`config.mk`:
```
export PLATFORM = sky130hd
export DESIGN_NAME = pc_ras_ctrl
export DESIGN_NICKNAME = d
export VERILOG_FILES = /design/src/rtl/pc_ras_ctrl.sv
export SDC_FILE = /design/constraint.sdc
export NUM_CORES = 1
export LEC_CHECK = 0
export ABC_AREA = 1
export CAP_MARGIN = 20
export CORE_MARGIN = 4
export CORE_UTILIZATION = 45
export DETAILED_ROUTE_END_ITERATION = 7
export PLACE_DENSITY_LB_ADDON = 0.15
export SLEW_MARGIN = 5
export SYNTH_ARGS = -nofsm -noshare
export SYNTH_HDL_FRONTEND = slang
export SYNTH_SLANG_ARGS = --single-unit
```
`constraint.sdc`:
```
create_clock -name clk_i -period 1.84 [get_ports clk_i]
set_clock_uncertainty 0.1 [all_clocks]
set_input_delay 0.276 -clock clk_i [delete_from_list [all_inputs] [get_ports clk_i]]
set_output_delay 0.276 -clock clk_i [all_outputs]
set_load 0.02 [all_outputs]
```
`src/rtl/pc_ras_ctrl.sv`:
```
// PC sequencer with redirect/stall/call/ret selection and a circular return-address stack (RAS built when PC_RAS_CTRL_RAS_EN is defined).
// Latency: all outputs registered, next PC visible one cycle after the qualifying inputs.
// Backpressure: stall_i freezes PC and RAS; redirect_i overrides everything and also freezes the RAS.
module pc_ras_ctrl #(
  parameter int unsigned     PC_W      = 32,
  parameter logic [PC_W-1:0] RESET_VEC = '0,
  parameter int unsigned     INC       = 4,
  parameter int unsigned     RAS_DEPTH = 4
) (
  input  logic                       clk_i,
  input  logic                       rst_i,
  input  logic                       stall_i,
  input  logic                       redirect_i,
  input  logic [PC_W-1:0]            redirect_pc_i,
  input  logic                       call_i,
  input  logic [PC_W-1:0]            call_target_i,
  input  logic                       ret_i,
  output logic [PC_W-1:0]            pc_o,
  output logic [$clog2(RAS_DEPTH):0] ras_count_o,
  output logic                       ras_ovf_o,
  output logic                       ras_unf_o
);

  if (RAS_DEPTH < 2 || (RAS_DEPTH & (RAS_DEPTH - 1)) != 0) begin : g_depth_chk
    $error("RAS_DEPTH must be a power of two and at least 2");
  end

  logic [PC_W-1:0] pc_q;
  logic [PC_W-1:0] pc_d;
  logic [PC_W-1:0] pc_seq;

  assign pc_seq = pc_q + PC_W'(INC);
  assign pc_o   = pc_q;

  always_ff @(posedge clk_i or negedge rst_i) begin
    if (!rst_i) pc_q <= RESET_VEC;
    else        pc_q <= pc_d;
  end

`ifdef PC_RAS_CTRL_RAS_EN
  localparam int unsigned PW = $clog2(RAS_DEPTH);
  localparam int unsigned CW = PW + 1;

  logic [PC_W-1:0] ras_q [RAS_DEPTH];
  logic [PW-1:0]   sp_q;
  logic [PW-1:0]   top_idx;
  logic [CW-1:0]   cnt_q;
  logic            ovf_q, unf_q;
  logic            push, pop, repl, ovf_d, unf_d;
  logic            has_entry, full;

  // sp_q points at the next free slot; when full it points at the oldest entry.
  assign top_idx   = sp_q - 1'b1;
  assign has_entry = (cnt_q != '0);
  assign full      = (cnt_q == CW'(RAS_DEPTH));

  always_comb begin
    pc_d  = pc_seq;
    push  = 1'b0;
    pop   = 1'b0;
    repl  = 1'b0;
    ovf_d = 1'b0;
    unf_d = 1'b0;
    if (redirect_i) begin
      pc_d = redirect_pc_i;
    end else if (stall_i) begin
      pc_d = pc_q;
    end else if (call_i) begin
      pc_d = call_target_i;
      // call+ret is a tail call: swap the top return address in place.
      if (ret_i && has_entry) begin
        repl = 1'b1;
      end else begin
        push  = 1'b1;
        ovf_d = full;
      end
    end else if (ret_i) begin
      if (has_entry) begin
        pc_d = ras_q[top_idx];
        pop  = 1'b1;
      end else begin
        unf_d = 1'b1;
      end
    end
  end

  always_ff @(posedge clk_i or negedge rst_i) begin
    if (!rst_i) begin
      for (int i = 0; i < RAS_DEPTH; i++) ras_q[i] <= '0;
      sp_q  <= '0;
      cnt_q <= '0;
      ovf_q <= 1'b0;
      unf_q <= 1'b0;
    end else begin
      ovf_q <= ovf_d;
      unf_q <= unf_d;
      if (push) begin
        ras_q[sp_q] <= pc_seq;
        sp_q        <= sp_q + 1'b1;
        if (!full) cnt_q <= cnt_q + 1'b1;
      end else if (pop) begin
        sp_q  <= top_idx;
        cnt_q <= cnt_q - 1'b1;
      end else if (repl) begin
        ras_q[top_idx] <= pc_seq;
      end
    end
  end

  assign ras_count_o = cnt_q;
  assign ras_ovf_o   = ovf_q;
  assign ras_unf_o   = unf_q;
`else
  logic unused_ret;
  assign unused_ret = ret_i;

  always_comb begin
    pc_d = pc_seq;
    if (redirect_i)   pc_d = redirect_pc_i;
    else if (stall_i) pc_d = pc_q;
    else if (call_i)  pc_d = call_target_i;
  end

  assign ras_count_o = '0;
  assign ras_ovf_o   = 1'b0;
  assign ras_unf_o   = 1'b0;
`endif

endmodule

```
---- After elaboration in Yosys (flattened, before gate mapping) ----
Cells that the tools add are included.
cells by class
  $add $sub $neg .......................... 1
  equality and inequality tests ........... 1
  muxes and demuxes ....................... 3
operators by type and width
  cell                                                             count
  32-bit 2-to-1 mux                                                3
  32-bit by 3-bit adder with 32-bit output, second input constant  1
  2-bit by 1-bit != test with 1-bit output, second input constant  1
word-level totals
  flip-flop bits (word level) ............. 32
  bits of input ports ..................... 70
  logic and storage cells ................. 6

---- Logic depth before layout (Yosys ltp) ----
Gate-level depths: netlist (run 1).
  depth after elaboration ................. 4
  depth in mapped cells ................... 9
  depth with buffers taken out ............ 9

---- Worst setup path after synthesis (run 1) ----
Ideal clock, no wire load.
  path kind ............................... reg2reg
  start ................................... register pc_q[3] (netlist: pc_o[3])
  end ..................................... register pc_q[22] (netlist: pc_o[22])
  arrival time ............................ 1.474 ns
  setup slack ............................. 0.193 ns
  cell stages (with the launch flop) ...... 10
  path through ............................ dfrtp_1 > ha_1 > nand2_2 > nor2_8 > nand2_8 > nor2_8 > nand2_1 > nand2_1 > nand3_2 > a21oi_2
on the way
  longest elaborated chain between the ends .. 4
RTL lines
  element                                   RTL line  source
  start, declared                           28        logic [PC_W-1:0] pc_q;
  start signal, assigned                    37        else pc_q <= pc_d;
  32-bit by 3-bit adder with 32-bit output  32        assign pc_seq = pc_q + PC_W'(INC);
  32-bit 2-to-1 mux                         121       else if (call_i) pc_d = call_target_i;
  32-bit 2-to-1 mux                         120       else if (stall_i) pc_d = pc_q;
  32-bit 2-to-1 mux                         119       if (redirect_i) pc_d = redirect_pc_i;
Every way passes these cells. The select of a mux whose other input is x is not followed.
A chain may end at the register's enable or synchronous reset.

---- Final worst setup path (run 1) ----
  start ................................... register pc_q[27] (netlist: pc_o[27])
  end ..................................... output port pc_o[27]
RTL lines
  element        RTL line  source
  end, declared  18        output logic [PC_W-1:0] pc_o,
No word-level cell between the ends.

==> results of run 1 <==
==> worst max-delay path by stage <==
| stage | start | endpoint | slack [ns] | depth (start not counted) |
|---|---|---|---|---|
| 3_5_place_dp | redirect_i | pc_o[10]$_DFFE_PN0P_ | -0.14 | 7 |
| 5_1_grt | pc_o[3]$_DFFE_PN0P_ | pc_o[30]$_DFFE_PN0P_ | 0.02 | 9 |
| 2_1_floorplan | pc_o[3]$_DFFE_PN0P_ | pc_o[22]$_DFFE_PN0P_ | 0.19 | 9 |
| 4_1_cts | pc_o[11]$_DFFE_PN0P_ | pc_o[11] | 0.05 | 1 |
| 3_3_place_gp | redirect_i | pc_o[10]$_DFFE_PN0P_ | -0.11 | 7 |
| 6_report | pc_o[27]$_DFFE_PN0P_ | pc_o[27] | 0.04 | 1 |
==> cells in the mapped netlist (6+ instances only) <==
cell type / instances
a31oi_1: 19
nor2_4: 9
buf_2: 9
clkbuf_1: 6
a21oi_1: 25
nand3_1: 52
nand2_1: 120
dfrtp_1: 32
nor2_1: 60
nand2_2: 7
buf_4: 8
inv_1: 21
==> kinds of logic (layout without fill, tap and decap cells) <==
logic type / count (synthesis) / count (layout)
simple gates: 269 / 269
other cells: 1 / 5
compound gates: 62 / 62
xor+xnor: 3 / 3
flops: 32 / 32
fa+ha+maj: 1 / 1
buf+inv: 49 / 145
==> routing by layer <==
| metal | global-route usage, % | up-vias |
|---|---|---|
| met5 | 0 | - |
| met4 | 6.62 | 0 |
| met2 | 37.0 | 133 |
| met1 | 32.0 | 1466 |
| li1 | - | 1564 |
| met3 | 4.61 | 9 |
==> area by class of cell <==
class	count	area (sq um)
multi-input combinational	340	1710
sequential	32	801
fill	548	1990
timing repair buffer	115	1130
tap	75	93.8
clock buffer	5	68.8
inverter	25	93.8
==> metrics by stage <==
stage	utilization [%]	hold WS [ns]	area, sq um	instances
floorplan	-	-0.120	2740	421
global placement	65.0	0.418	3830	587
detailed placement	65.0	0.424	3830	587
CTS	66.2	0.327	3900	592
global route	66.2	0.347	3900	592
finish	66.2	0.307	3900	592
==> where the power goes <==
group / total, uW / internal (uW) / switching (uW)
logic: 934 / 450 / 483
registers: 936 / 792 / 143
clock network: 493 / 244 / 249
==> results.yml, run 1 <==
floorplanning:
  effective_utilization_at_floorplan_pct: 46.3
  design.core.area_sq_um: 5890
  row_count: 28
  floorplan.io_pins: 107
  design.die.area_sq_um: 7360
  die_w_microns: 85.8
  die-height_microns: 85.8
worst_setup_path:
  ff2ff_path_depth: 9
  timing.critical_path.required_ns: 1.46
  rr_startpoint: "pc_o[3]$_DFFE_PN0P_"
  crit_path_start_kind: "flip-flop"
  ff2ff_setup_slack_ns: 0.12
  critical-path-max-stage-delay_ns: 0.66
  r2r-end: "pc_o[30]$_DFFE_PN0P_"
  critical_path.n_buffers_inverters: 1
  worstPathCellList: "clkdlybuf4s50_1"
  cpMaxStageDelayCell: "clkdlybuf4s50_1"
  timing.critical_path.fanout_max: 7
  data_arrival_time_of_the_critical_path_ns: 1.42
  setup.worst_path.class: "flip-flop to primary output"
  endpoint_kind: "primary output"
  crit_family: "buffers and inverters"
routing:
  drc_errors: 0
  routed_wire_length_per_instance_microns: 14.6
  number_of_design_rule_violations_left_by_the_first_detailed_router_iteration: 232
  dr.pass1.iters: 5
  met2_length_mm: 4.03
  wl_met3_microns: 722
  post_drt_via_cell_ratio: 5.36
  routedLengthMet1_mm: 3.78
  wl_mm: 8.63
  topRoutingLayerUsed: "met4"
  route.vias.total: 3172
  postRouteAntennaNets: 0
synth:
  syn-cell-area_sq_um: 2720
  ys_ff_latch: 32
  synth_top_cells_by_area: "dfrtp_1 (29%), nand2_1 (17%), nand3_1 (9.6%)"
  dominant_combinational_cell_family_by_area_after_synthesis: "simple AND/OR/NAND/NOR gates"
  synth.distinct_cells: 33
  post_synth.cell_area_avg_sq_um: 6.53
  synth-edff-count: 0
  synth.largest_area_cell: "dfrtp_1"
  synth_top_area_share_pct: 29.4
  synthArstFlopShare_pct: 100
  synth_warn: 0
  dominantRegCellSynth: "dfrtp_1"
  netlist_instances: 417
  synth.yosys.seq_area_share_pct: 29.4
  yosys-mux-area-fraction_pct: 0
  synth_compound_area_share_pct: 13.7
  synth_simple_gate_area_share_pct: 47.0
  synth_xor_area_share_pct: 0.965
  synth_fa_ha_area_share_pct: 0.459
outcome:
  run_status: "finished, final reports clean"
clock_tree:
  cts_sinks: 32
  cts_setup_buffers: 0
  clockBufferDepth: 2
  clk_latency_ns: 0.28
  hold_bufs_inserted_after_cts: 0
  cts.repair.resized: 0
  cts_made_buffers: 5
  clk_transition_reported_paths_ns: 0.07
  ctsHtreeMaxLevel: 2
  cts-root-buf: "clkbuf_8"
  cts_tree: "built"
timing:
  fin_crit_ns: 1.80
  rsz0062_at_grt: "no"
  final_hold_violation_count: 0
  post-route-period-util_pct: 97.8
  total_negative_slack_ns: 0
  timing.final.setup_violations: 0
  setup_ws_ns: 0.0409
  report.final.slew_viol_count: 0
  max_clock_freq_mhz: 556
grt:
  pin_count_of_the_biggest_net_entering_global_routing: 33
  track_usage_pct: 23.2
  grt_first_pass_wirelength_mm: 13.7
  grt_pass1_vias: 2946
  overflow: 0
  number_of_antenna_violations_at_the_first_check_in_global_routing: 0
cells_and_area:
  largest_register_ffs: 32
  syn_to_layout_area_delta_pct: 43.0
  commonest_cells_after_routing_fill_and_taps_aside: "nand2_1 (120), clkdlybuf4s50_1 (100), nor2_1 (60), nand3_1 (52), dfrtp_1 (32)"
  most_common_cell_after_layout_fill_and_taps_aside: "nand2_1"
  inserted_diodes: 0
  layout.nets: 590
  post_route_cells_drive_above_1_share_pct: 11.4
placed_design:
  io_buffers: 100
  post-place-ws_ns: -0.141
  globalplace.congestion: 0.953
  place.detailed.hpwl_mm: 6.77
min_path:
  hold_path_class: "primary input to async pin"
power:
  power.leakage_uw: 0.00168
  power.ir.vdd_worst_uv: 325
  report.power.total_uw: 2360
  power_density_nw_per_um2: 606
run:
  maxCapViolations: 0
No activity file was read; power rests on OpenSTA's default activity.
==> run 2, diff against run 1 <==
PLACE_DENSITY = 0.85   (was not set)
PLACE_DENSITY_LB_ADDON = not set   (was 0.15)
==> run 2 against run 1 <==
  * Sequential share of layout area decreased by 0.16 points
  * Worst hold slack got worse by 0.022 ns
  * Core utilization increased by 0.53 points
  * Largest cell class unchanged
  * Clock power increased by 7.1%
  * Sequential power about the same
  * Critical path depth unchanged
  * Via count decreased by 1.8%
  * Non-clock buffer count increased by 3
==> results.yml, run 2 (synthesis gave the netlist of run 1 again) <==
outcome:
  run_status: "finished, final reports clean"
timing:
  final_hold_violation_count: 0
  fin_crit_ns: 1.81
  timing.final.setup_violations: 0
  rsz0062_at_grt: "no"
  post-route-period-util_pct: 98.2
  max_clock_freq_mhz: 553
  report.final.slew_viol_count: 0
  setup_ws_ns: 0.0323
  fin_hold_ws_ns: 0.285
routing:
  routed_wire_length_per_instance_microns: 14.2
  drc_errors: 0
  wl_mm: 8.51
  post_drt_via_cell_ratio: 5.22
  route.vias.total: 3116
  dr.pass1.iters: 5
  postRouteAntennaNets: 0
  number_of_design_rule_violations_left_by_the_first_detailed_router_iteration: 169
power:
  total_internal_power_uw: 1500
  p_sw_uw: 899
  power.share.sequential_pct: 39.0
  share_clk_of_total_power_pct: 22.0
  power.share.combinational_pct: 39.0
  power.ir.vdd_worst_uv: 317
  power_switching_share_pct: 37.4
  power_density_nw_per_um2: 612
  power.leakage_uw: 0.00170
placed_design:
  globalplace.congestion: 0.902
  post-place-ws_ns: -0.0800
  place.detailed.hpwl_mm: 6.88
  io_buffers: 100
clock_tree:
  hold_bufs_inserted_after_cts: 0
  cts_sinks: 32
  cts-root-buf: "clkbuf_8"
  clk_transition_reported_paths_ns: 0.07
  clk_latency_ns: 0.29
  clockBufferDepth: 2
  cts_setup_buffers: 0
  ctsHtreeMaxLevel: 2
  cts.repair.resized: 0
  cts_tree: "built"
  cts_made_buffers: 5
worst_setup_path:
  critical-path-max-stage-delay_ns: 0.66
  timing.critical_path.required_ns: 1.46
  timing.critical_path.fanout_max: 6
  cpMaxStageDelayCell: "clkdlybuf4s50_1"
  crit_path_start_kind: "flip-flop"
  endpoint_kind: "primary output"
  setup.worst_path.class: "flip-flop to primary output"
  crit_family: "buffers and inverters"
  data_arrival_time_of_the_critical_path_ns: 1.43
  worstPathCellList: "clkdlybuf4s50_1"
  critical_path.n_buffers_inverters: 1
cells_and_area:
  syn_to_layout_area_delta_pct: 44.2
  layout.nets: 593
  most_common_cell_after_layout_fill_and_taps_aside: "nand2_1"
  inserted_diodes: 0
  post_route_cells_drive_above_1_share_pct: 12.1
  largest_register_ffs: 32
  commonest_cells_after_routing_fill_and_taps_aside: "nand2_1 (120), clkdlybuf4s50_1 (100), nor2_1 (60), nand3_1 (52), dfrtp_1 (32)"
grt:
  pin_count_of_the_biggest_net_entering_global_routing: 33
  overflow: 0
  track_usage_pct: 23.9
  grt_first_pass_wirelength_mm: 14.0
  number_of_antenna_violations_at_the_first_check_in_global_routing: 0
  grt_pass1_vias: 2996
floorplanning:
  design.die.area_sq_um: 7360
  effective_utilization_at_floorplan_pct: 46.3
  die_w_microns: 85.8
  design.core.area_sq_um: 5890
  row_count: 28
  die-height_microns: 85.8
  floorplan.io_pins: 107
run:
  maxCapViolations: 0
min_path:
  hold_path_class: "primary input to async pin"
run 2: cell types whose count changed in the layout (fill, tap and decap cells not counted):
cell and change:
buf_4 +3, clkbuf_1 +1, clkinv_2 +1
run 2: power groups by stage:
stage                     registers [uW]  clock network [uW]  logic (uW)
after floorplan                     1020                   0         388
after global placement               942                   0         918
after detailed placement             947                   0         937
after CTS                            934                 525         940
after global routing                 955                 563        1020
final                                937                 528         938
run 2: per-stage QoR:
step | cell area (sq um) | setup TNS, ns | total power [uW] | instances | util [%]
3_3_place_gp | 3850 | 0 | 1860 | 590 | 65.4
4_1_cts | 3930 | 0 | 2400 | 597 | 66.7
3_5_place_dp | 3850 | -0.252 | 1880 | 590 | 65.4
2_1_floorplan | 2740 | 0 | 1410 | 421 | -
6_report | 3930 | 0 | 2400 | 597 | 66.7
5_1_grt | 3930 | 0 | 2530 | 597 | 66.7
run 2: cell type report:
type / count / area [sq um]
Multi-Input combinational cell: 340 / 1710
Clock buffer: 6 / 72.6
Inverter: 25 / 93.8
Sequential cell: 32 / 801
Clock inverter: 1 / 5.00
Tap cell: 75 / 93.8
Timing Repair Buffer: 118 / 1150
Fill cell: 552 / 1960
run 2: final timing paths:
check	slack [ns]	from	cells after the start	to
max in group asynchronous	1.03	rst_i	2	pc_o[21]$_DFFE_PN0P_
max	0.03	pc_o[6]$_DFFE_PN0P_	1	pc_o[6]
min reg2reg	0.43	pc_o[1]$_DFFE_PN0P_	2	pc_o[1]$_DFFE_PN0P_
min	0.29	rst_i	2	pc_o[22]$_DFFE_PN0P_
min in group clk_i	0.43	pc_o[1]$_DFFE_PN0P_	2	pc_o[1]$_DFFE_PN0P_
max reg2reg	0.16	pc_o[3]$_DFFE_PN0P_	9	pc_o[24]$_DFFE_PN0P_
run 2: worst register-to-register path: stages (launching register included):
cell and delay, ns:
dfrtp_1 0.44, ha_1 0.21, nand2_2 0.11, nor2_8 0.18, nand2_4 0.08, nor2_4 0.16
nand2_1 0.07, nand2_1 0.05, nand3_1 0.07, a21oi_1 0.13
run 2: routing by layer:
layer | part of all wire (%) | up-vias | global-route usage [%]
li1 | - | 1562 | -
met1 | 44 | 1404 | 32.1
met2 | 48 | 141 | 40.3
met3 | 7.4 | 9 | 3.75
met4 | 1.1 | 0 | 5.76
met5 | 0 | - | 0
==> run 3, diff against run 2 <==
HOLD_SLACK_MARGIN = 0.03   (was not set)
==> results of run 3 <==
No change in the layout: final DEF, timing and power equal those of run 2.
